## config.mk

```make
export PLATFORM = sky130hd
export DESIGN_NAME = div_sequencer
export DESIGN_NICKNAME = d
export VERILOG_FILES = /design/src/rtl/div_pkg.sv /design/src/rtl/div_phase_timer.sv /design/src/rtl/div_sequencer.sv
export SDC_FILE = /design/constraint.sdc
export NUM_CORES = 1
export LEC_CHECK = 0
export ABC_AREA = 1
export BUFFER_PORTS_ARGS = -buffer_cell sky130_fd_sc_hd__buf_4
export CORE_MARGIN = 2
export CORE_UTILIZATION = 49
export CTS_CLUSTER_DIAMETER = 60
export DETAILED_ROUTE_END_ITERATION = 8
export GPL_ROUTABILITY_DRIVEN = 0
export HOLD_SLACK_MARGIN = 0.15
export PLACE_DENSITY = 0.88
export REMOVE_ABC_BUFFERS = 1
export SYNTH_ARGS = -nofsm -noshare
export SYNTH_HDL_FRONTEND = slang
export SYNTH_SLANG_ARGS = --single-unit
```

## constraint.sdc

```tcl
create_clock -name clk -period 2 [get_ports clk]
set_input_delay 0.1 -clock clk [delete_from_list [all_inputs] [get_ports clk]]
set_output_delay 0.1 -clock clk [all_outputs]
set_load 0.02 [all_outputs]
```

## src/rtl/div_pkg.sv

```systemverilog
// div_pkg: shared state encoding, status codes and defaults for the divider sequencer
package div_pkg;
    localparam int DEF_WIDTH = 10;
    localparam int DEF_TMO_CYC = 64;
    typedef enum logic [1:0] {IDLE, ISSUE, WAIT_DONE, RESP} state_t;
    typedef enum logic [1:0] {ST_OK = 2'b00, ST_DVZ = 2'b01, ST_OVF = 2'b10, ST_TMO = 2'b11} status_t;
endpackage

```

## src/rtl/div_phase_timer.sv

```systemverilog
// div_phase_timer: per-phase cycle counter that expires when the count reaches TMO_CYC-1
module div_phase_timer #(
    parameter int TMO_CYC = 64
) (
    input  logic clk,
    input  logic rst,
    input  logic clr,
    input  logic en,
    output logic expire
);
    localparam int CW = ($clog2(TMO_CYC) < 1) ? 1 : $clog2(TMO_CYC);
    logic [CW-1:0] cnt;
    always_ff @(posedge clk) begin
        if (rst || clr) cnt <= '0;
        else if (en && !expire) cnt <= cnt + CW'(1);
    end
    assign expire = cnt == CW'(TMO_CYC - 1);
endmodule

```

## src/rtl/div_sequencer.sv

```systemverilog
// div_sequencer: issues operand pairs to a divider, collects status/quotient and returns a response
module div_sequencer
    import div_pkg::*;
#(
    parameter int WIDTH = DEF_WIDTH,
    parameter int TMO_CYC = DEF_TMO_CYC
) (
    input  logic             clk,
    input  logic             rst,
    input  logic             req_valid,
    output logic             req_ready,
    input  logic [WIDTH-1:0] req_a,
    input  logic [WIDTH-1:0] req_b,
    output logic             div_start,
    output logic [WIDTH-1:0] div_a,
    output logic [WIDTH-1:0] div_b,
    input  logic             div_busy,
    input  logic             div_valid,
    input  logic             div_dvz,
    input  logic             div_ovf,
    input  logic [WIDTH-1:0] div_q,
    output logic             rsp_valid,
    input  logic             rsp_ready,
    output logic [WIDTH-1:0] rsp_q,
    output logic [1:0]       rsp_status,
    output logic [7:0]       err_cnt
);
    state_t state, state_nxt;
    status_t rsp_st, set_status;
    logic set_rsp, tmo;
    logic [WIDTH-1:0] set_q;

    div_phase_timer #(.TMO_CYC(TMO_CYC)) u_timer (
        .clk(clk),
        .rst(rst),
        .clr(state_nxt != state),
        .en(state == ISSUE || state == WAIT_DONE),
        .expire(tmo)
    );

    assign req_ready = state == IDLE;
    assign div_start = state == ISSUE;
    assign rsp_valid = state == RESP;
    assign rsp_status = rsp_st;

    // Divider status only matters in ISSUE/WAIT_DONE; error responses always carry q=0
    always_comb begin
        state_nxt = state;
        set_rsp = 1'b0;
        set_status = ST_OK;
        set_q = '0;
        case (state)
            IDLE: if (req_valid) begin
                state_nxt = (req_b == '0) ? RESP : ISSUE;
                set_rsp = req_b == '0;
                set_status = ST_DVZ;
            end
            ISSUE: if (div_busy) state_nxt = WAIT_DONE;
            else if (tmo) begin
                state_nxt = RESP;
                set_rsp = 1'b1;
                set_status = ST_TMO;
            end
            WAIT_DONE: if (div_ovf || div_dvz || div_valid || tmo) begin
                state_nxt = RESP;
                set_rsp = 1'b1;
                set_status = div_ovf ? ST_OVF : div_dvz ? ST_DVZ : div_valid ? ST_OK : ST_TMO;
                set_q = (!div_ovf && !div_dvz && div_valid) ? div_q : '0;
            end
            RESP: if (rsp_ready) state_nxt = IDLE;
            default: state_nxt = IDLE;
        endcase
    end

    always_ff @(posedge clk) begin
        if (rst) begin
            state <= IDLE;
            div_a <= '0;
            div_b <= '0;
            rsp_q <= '0;
            rsp_st <= ST_OK;
            err_cnt <= '0;
        end else begin
            state <= state_nxt;
            if (req_valid && req_ready) begin
                div_a <= req_a;
                div_b <= req_b;
            end
            if (set_rsp) begin
                rsp_q <= set_q;
                rsp_st <= set_status;
            end
            if (state == RESP && rsp_ready && rsp_st != ST_OK && err_cnt != 8'hFF) err_cnt <= err_cnt + 8'd1;
        end
    end
endmodule

```

==> key figures, run 1 <==
Outcome
  – Outcome: finished, final reports clean

Logic synthesis
  – Largest cells by area after synthesis: dfxtp_1 (43%), nor2_1 (8.5%), o21ai_0 (6.3%)
  – Sequential area share after synthesis: about 43%
  – Share of the synthesized area in the top cell type: 42.9%
  – Cells after Synth: approximately 290
  – Synth unique cells: 28
  – Ys Warns: 0
  – Register bit total from synthesis: between 40 and 50
  – Mapped cell area: about 2200 sq um
  – Syn avg cell area: around 7.6 sq um
  – Leading area contributor after synthesis: dfxtp_1

STA
  – F_max: between 500 and 600 MHz
  – Setup violators final: 0
  – Final Slew Violations: 0
  – Final Cycle Share: 88.8%
  – Relative slew slack: around 60%
  – Hold Vio Cnt, Final: 0
  – RSZ-0062 raised after global routing: no
  – Worst-Margin Slew: 0.572 ns
  – Fin Setup TNS: 0 ns
  – Max Clock Skew: 0.00546 ns
  – Minimum clock period: 1.78 ns

Worst setup path
  – Arr. time, crit path: approximately 2.0 ns
  – Critical path class: reg -> reg
  – CP startpoint kind: register
  – R2R setup slack: 0.22 ns
  – Required @ worst endpoint: between 2 and 2.5 ns
  – Crit path max fanout: 20
  – CP Capture Type: register

Global routing
  – Largest net degree at the start of global routing: 23
  – All-Layer GR Usage: between 20% and 30%
  – First-pass GRT wire length: between 9 and 10 mm
  – Initial antenna violation count: 0
  – Total grt overflow: 0
  – Vias in the first global route: 2343

Finish
  – Area Growth Syn to Fin: 47.7%
  – Final core occ: 75.5%
  – Final Net Count: about 450
  – # diodes: 0
  – Layout cells sized above 1: a little under a third

Floorplanning
  – DIE HEIGHT: 71.6 um
  – Std-Cell Rows: 24
  – Initial core utilization: 51.1%
  – Core footprint: 4380 sq um
  – Top Ports: 81
  – Die area: slightly above 5000 sq um
  – Die Wd: around 70 um

Drt
  – Drt initial violations: 92
  – Drt total wl: between 6 and 7 mm
  – DRC violations left: 0
  – Vias per std cell: between 5 and 6
  – DRT antenna net count: 0
  – Detailed Routing Iterations Pass 1: 5
  – Vias: between 2000 and 2500
  – Drt wl/cell: 13.3 um

Clocking
  – Depth of the CTS H-tree: 2
  – Worst skew pair latency: roughly 0.3 ns
  – Setup Buffers After CTS: 0
  – CTS sink cnt: 48
  – Clock slew at reported path FFs: around 0.080 ns
  – Root Buffer: clkbuf_8
  – CTS tree: built
  – CTS Buffer Depth: 2
  – CTS Buf Count: 5

Placed design
  – I/O Buffers: 80
  – DP HPWL: ~4 mm

Pwr
  – Tot Pwr: approximately 0.0022 W
  – Peak VDD IR: ~420 uV
  – PD cells: 670 nW/um^2
  – Leakage: 1.47 nW

Run
  – Maxcap violations: 0

Min path
  – Hold crit path type: in -> reg
## cells by family (layout without fill, tap and decap cells)
logic type	count (synthesis)	in the layout	share of synthesized area [%]
compound gates	70	70	17.6
xor+xnor	4	4	1.56
fa+ha+maj	7	7	3.91
buf+inv	38	153	6.87
flops	48	48	42.9
simple gates	127	127	27.1
## Yosys cell counts
cell type  number
a21oi_1        17
o21bai_1        3
inv_1          24
buf_1           2
buf_6           1
nor2_4          1
or2_1           1
nand3_2         2
nand4_1         3
inv_2           3
a21oi_2        10
nand2_1        28
xor2_1          3
o21ai_1        12
dfxtp_1        48
and3_1          1
nor3_2          7
nor3_1          2
clkbuf_1        7
buf_4           1
o21ai_0        28
nand3_1        24
xnor2_1         1
nor2_1         51
nand2_2         5
ha_1            7
nor2_2          1
nand2_4         1
## sequential cells by signal, summed over array words and instances (netlist names)
register,flops
err_cnt,8
rsp_q,10
state,2
u_timer.cnt,6
div_b,10
div_a,10
rsp_status,2
## stage by stage
step / hold WS (ns) / worst slack (ns) / area, sq um / instances
after floorplan: 0.169 / -0.320 / 2190 / 283
after global placement: 0.285 / 0.288 / 2910 / 422
after detailed placement: 0.292 / 0.125 / 2910 / 422
after CTS: 0.166 / 0.103 / 3310 / 461
after global routing: 0.195 / 0.0272 / 3310 / 461
final: 0.177 / 0.223 / 3310 / 461
## layer usage
metal	routed length, um	track usage (%)	vias up
li1	-	-	1196
met1	2410	26.3	1090
met2	3200	44.9	79
met3	334	6.19	18
met4	172	11.1	0
met5	0	0	-
## cells in the final DEF, fill, tap and decap left out, drive strengths merged
master and count:
a21oi 27, and3 1, buf 87, clkbuf 8, dfxtp 48, dlygate4sd3 31
ha 7, inv 27, nand2 34, nand3 26, nand4 3, nor2 53
nor3 9, o21ai 40, o21bai 3, or2 1, xnor2 1, xor2 3
## final timing paths
path                           start                       to  cells past startpoint
max reg2reg      state[1]$_SDFF_PP0_    rsp_q[3]$_SDFFE_PP0P_                     12
min                          div_dvz    rsp_q[2]$_SDFFE_PP0P_                      4
min reg2reg  err_cnt[4]$_SDFFE_PP0P_  err_cnt[4]$_SDFFE_PP0P_                      2
max              state[1]$_SDFF_PP0_    rsp_q[3]$_SDFFE_PP0P_                     12
## worst max-delay path, cell delays in order (launching register included)
cell	delay, ns
dfxtp_1	0.32
inv_1	0.11
ha_1	0.24
nand2_1	0.11
inv_2	0.07
nand2_1	0.04
nor2_1	0.12
nand2_1	0.09
nand3_2	0.11
nand2_4	0.07
inv_4	0.20
o21ai_1	0.12
a21oi_2	0.12
## cell type report
| class | count | area (sq um) |
|---|---|---|
| fillers | 329 | 1070 |
| inverters | 27 | 104 |
| well taps | 52 | 65.1 |
| clock buffers | 8 | 90.1 |
| flip-flops and latches | 48 | 961 |
| repair buffers | 118 | 963 |
| multi-input cells | 208 | 1130 |
## power breakdown
group | switching, W | internal [W] | total (W)
clock | 0.000313 | 0.000282 | 0.000596
sequential | 0.0000356 | 0.00102 | 0.00105
combinational | 0.000313 | 0.000255 | 0.000568
total | 0.000662 | 0.00156 | 0.00222
## what timing repair did
action / 4_1_cts / 5_1_grt
hold endpoints to repair: 32 / 0
hold buffers: 31 / 0
setup endpoints to repair: 0 / 10
resized for setup: 0 / 2
No activity file was read; power rests on OpenSTA's default activity.
==> run 2, diff against run 1 <==
--- a/config.mk
+++ b/config.mk
@@ -12,6 +12,7 @@
 export CTS_CLUSTER_DIAMETER = 60
 export DETAILED_ROUTE_END_ITERATION = 8
 export GPL_ROUTABILITY_DRIVEN = 0
+export GPL_TIMING_DRIVEN = 0
 export HOLD_SLACK_MARGIN = 0.15
 export PLACE_DENSITY = 0.88
 export REMOVE_ABC_BUFFERS = 1
==> constraint.sdc (replaced) <==
create_clock -name clk -period 2 [get_ports clk]
set_input_delay 0.1 -clock clk [delete_from_list [all_inputs] [get_ports clk]]
set_output_delay 0.1 -clock clk [all_outputs]
set_load 0.01 [all_outputs]
==> run 2 against run 1 <==
  * Final area increased by 0.95%
  * Cell count decreased by 1.3%
  * Non-clock buffer count decreased by 7
  * Register-to-register slack got worse by 0.11 ns
  * Die area unchanged
  * Utilization increased by 0.71 points
  * Critical path depth decreased by 1
  * Clock skew increased by 0.0017 ns
  * Setup slack got worse by 0.11 ns
  * Hold slack improved by 0.023 ns
  * Via count decreased by 2.6%
  * Critical path type unchanged
  * Largest power group unchanged
==> key figures, run 2 (synthesis gave the netlist of run 1 again) <==
Drt
  – Drt initial violations: 118 (+28%)
  – Detailed Routing Iterations Pass 1: 4 (-1)
  – Vias per std cell: 5.10 (-1.3%)
  – DRT antenna net count: 0 (unchanged)
  – Drt wl/cell: 13.3 um (about the same)
  – DRC violations left: 0 (unchanged)
  – Vias: 2322 (-2.6%)
  – Drt total wl: 6.04 mm (-1.4%)

Pwr
  – Tot Pwr: 0.00219 W (-1.0%)
  – PD cells: 657 nW/um^2 (-2.0%)
  – Leakage: 1.45 nW (-1.6%)
  – Peak VDD IR: 472 uV (+11%)

Finish
  – Final Net Count: 447 (-1.3%)
  – Final core occ: 76.2% (+0.71 points)
  – Fillers: 332 (+0.91%)
  – Most frequent cells in the layout: buf_4 (80), nor2_1 (50), dfxtp_1 (46), dlygate4sd3_1 (31), o21ai_0 (28)
  – Biggest regs: div_a: 10 flops, div_b: 10 flops, rsp_q: 10 flops
  – Layout cells sized above 1: 31.8% (+1.7 points)
  – FF/Latch Area: 966 sq um (+0.52%)
  – Area Growth Syn to Fin: 49.1%
  – # diodes: 0 (unchanged)
  – Area of the multi-input gates: 1170 sq um (+4.3%)
  – Commonest non-fill, non-tap cell in the layout: buf_4

STA
  – Final Cycle Share: 94.4% (+5.6 points)
  – Minimum clock period: 1.89 ns (+0.111 ns)
  – Fin Setup TNS: 0 ns (unchanged)
  – Hold WS: 0.199 ns (+0.0227 ns)
  – Setup violators final: 0 (unchanged)
  – Relative slew slack: 26.9% (-35 points)
  – Hold Vio Cnt, Final: 0 (unchanged)
  – RSZ-0062 raised after global routing: no
  – F_max: 530 MHz (-5.9%)
  – Max Clock Skew: 0.00714 ns (+0.00168 ns)
  – Final Slew Violations: 0 (unchanged)
  – Worst-Margin Slew: 1.09 ns (+0.523 ns)

Floorplanning
  – Core footprint: 4380 sq um (unchanged)
  – Die Wd: 71.6 um (unchanged)
  – DIE HEIGHT: 71.6 um (unchanged)
  – Top Ports: 81 (unchanged)
  – Die area: 5130 sq um (unchanged)
  – Initial core utilization: 51.1% (unchanged)
  – Std-Cell Rows: 24 (unchanged)

Min path
  – Hold crit path type: in -> reg
  – Worst hold start: div_dvz
  – Worst Hold End: rsp_q[1]$_SDFFE_PP0P_
  – Hold depth: 4 (unchanged)

Run
  – Maxcap violations: 0 (unchanged)

Worst setup path
  – Critical path class: reg -> reg
  – Required @ worst endpoint: 2.21 ns (-0.03 ns)
  – Reg2reg end: u_timer.cnt[4]$_SDFFE_PP0P_
  – Reg-to-reg startpoint: state[1]$_SDFF_PP0_
  – Arr. time, crit path: 2.10 ns (+0.08 ns)
  – R2R setup slack: 0.11 ns (-0.11 ns)
  – CP Capture Type: register
  – Crit path max fanout: 23 (+15%)
  – FF-to-FF path depth: 11 (-1)
  – CP startpoint kind: register

Clocking
  – CTS tree: built
  – Setup Buffers After CTS: 0 (unchanged)
  – CTS sink cnt: 48 (unchanged)
  – CTS Buf Count: 5 (unchanged)
  – Clock slew at reported path FFs: 0.09 ns (about the same)
  – Worst skew pair latency: 0.29 ns (about the same)
  – CTS Buffer Depth: 2 (unchanged)
  – Depth of the CTS H-tree: 2 (unchanged)
  – Root Buffer: clkbuf_8

Global routing
  – Largest net degree at the start of global routing: 42 (+83%)
  – Total grt overflow: 0 (unchanged)
  – Initial antenna violation count: 0 (unchanged)
  – All-Layer GR Usage: 23.7% (-0.81 points)
  – Vias in the first global route: 2111 (-9.9%)
  – First-pass GRT wire length: 9.62 mm (-3.8%)

Placed design
  – I/O Buffers: 80 (unchanged)
  – DP HPWL: 3.84 mm (-2.9%)

Outcome
  – Outcome: finished, final reports clean
==> run 2: critical path: stages, from the launching register on <==
cell	delay, ns
dfxtp_2	0.40
inv_2	0.08
ha_4	0.20
nand2_4	0.17
clkinv_8	0.13
nand2_1	0.10
nor2_2	0.05
a21oi_2	0.16
nand2_1	0.07
nand2_1	0.10
nand3_4	0.14
nor3_4	0.20
==> run 2: stage by stage <==
| stage | instance area, sq um | instances | setup slack, ns |
|---|---|---|---|
| floorplan | 2190 | 283 | -0.216 |
| global placement | 2850 | 415 | -0.710 |
| detailed placement | 2850 | 415 | -0.756 |
| CTS | 3310 | 455 | -0.0110 |
| global route | 3340 | 455 | 0.00569 |
| finish | 3340 | 455 | 0.112 |
==> run 2: area by class of cell <==
type                            count  share of cell area, %
Clock buffer                        6                   2.47
Clock inverter                      2                  0.449
Inverter                           27                   3.78
Multi-Input combinational cell    209                   35.2
Sequential cell                    48                   28.9
Tap cell                           52                   1.95
Timing Repair Buffer              111                   27.3
==> run 2: metal layers <==
| metal | vias up | share of wire, % | global-route usage (%) |
|---|---|---|---|
| met4 | 0 | 1.8 | 6.71 |
| li1 | 1188 | - | - |
| met2 | 91 | 52 | 43.0 |
| met3 | 12 | 6.0 | 3.66 |
| met1 | 1031 | 40 | 28.9 |
| met5 | - | 0 | 0 |
==> run 2: how the worst max path moves through the flow <==
stage,start,end,cells after the start
5_1_grt,state[0]$_SDFF_PP0_,u_timer.cnt[5]$_SDFFE_PP0P_,9
3_5_place_dp,state[0]$_SDFF_PP0_,rsp_q[9]$_SDFFE_PP0P_,12
3_3_place_gp,state[0]$_SDFF_PP0_,rsp_q[7]$_SDFFE_PP0P_,12
4_1_cts,state[0]$_SDFF_PP0_,u_timer.cnt[4]$_SDFFE_PP0P_,11
2_1_floorplan,state[0]$_SDFF_PP0_,rsp_q[0]$_SDFFE_PP0P_,12
6_report,state[1]$_SDFF_PP0_,u_timer.cnt[4]$_SDFFE_PP0P_,11
==> run 2: timing repair <==
item / CTS / global route
gates resized for setup: 12 / 10
cloned: 1 / 0
hold endpoints to repair: 32 / 0
endpoints found under the setup margin: 22 / 16
pin swaps: 2 / 1
hold buffers: 31 / 0
==> run 2: power breakdown <==
part	internal [W]	total (W)	switching, W	leakage [nW]
Sequential	0.00102	0.00106	0.0000418	0.393
Clock	0.000280	0.000599	0.000319	0.0434
Combinational	0.000256	0.000534	0.000278	1.01
Total	0.00156	0.00219	0.000639	1.45
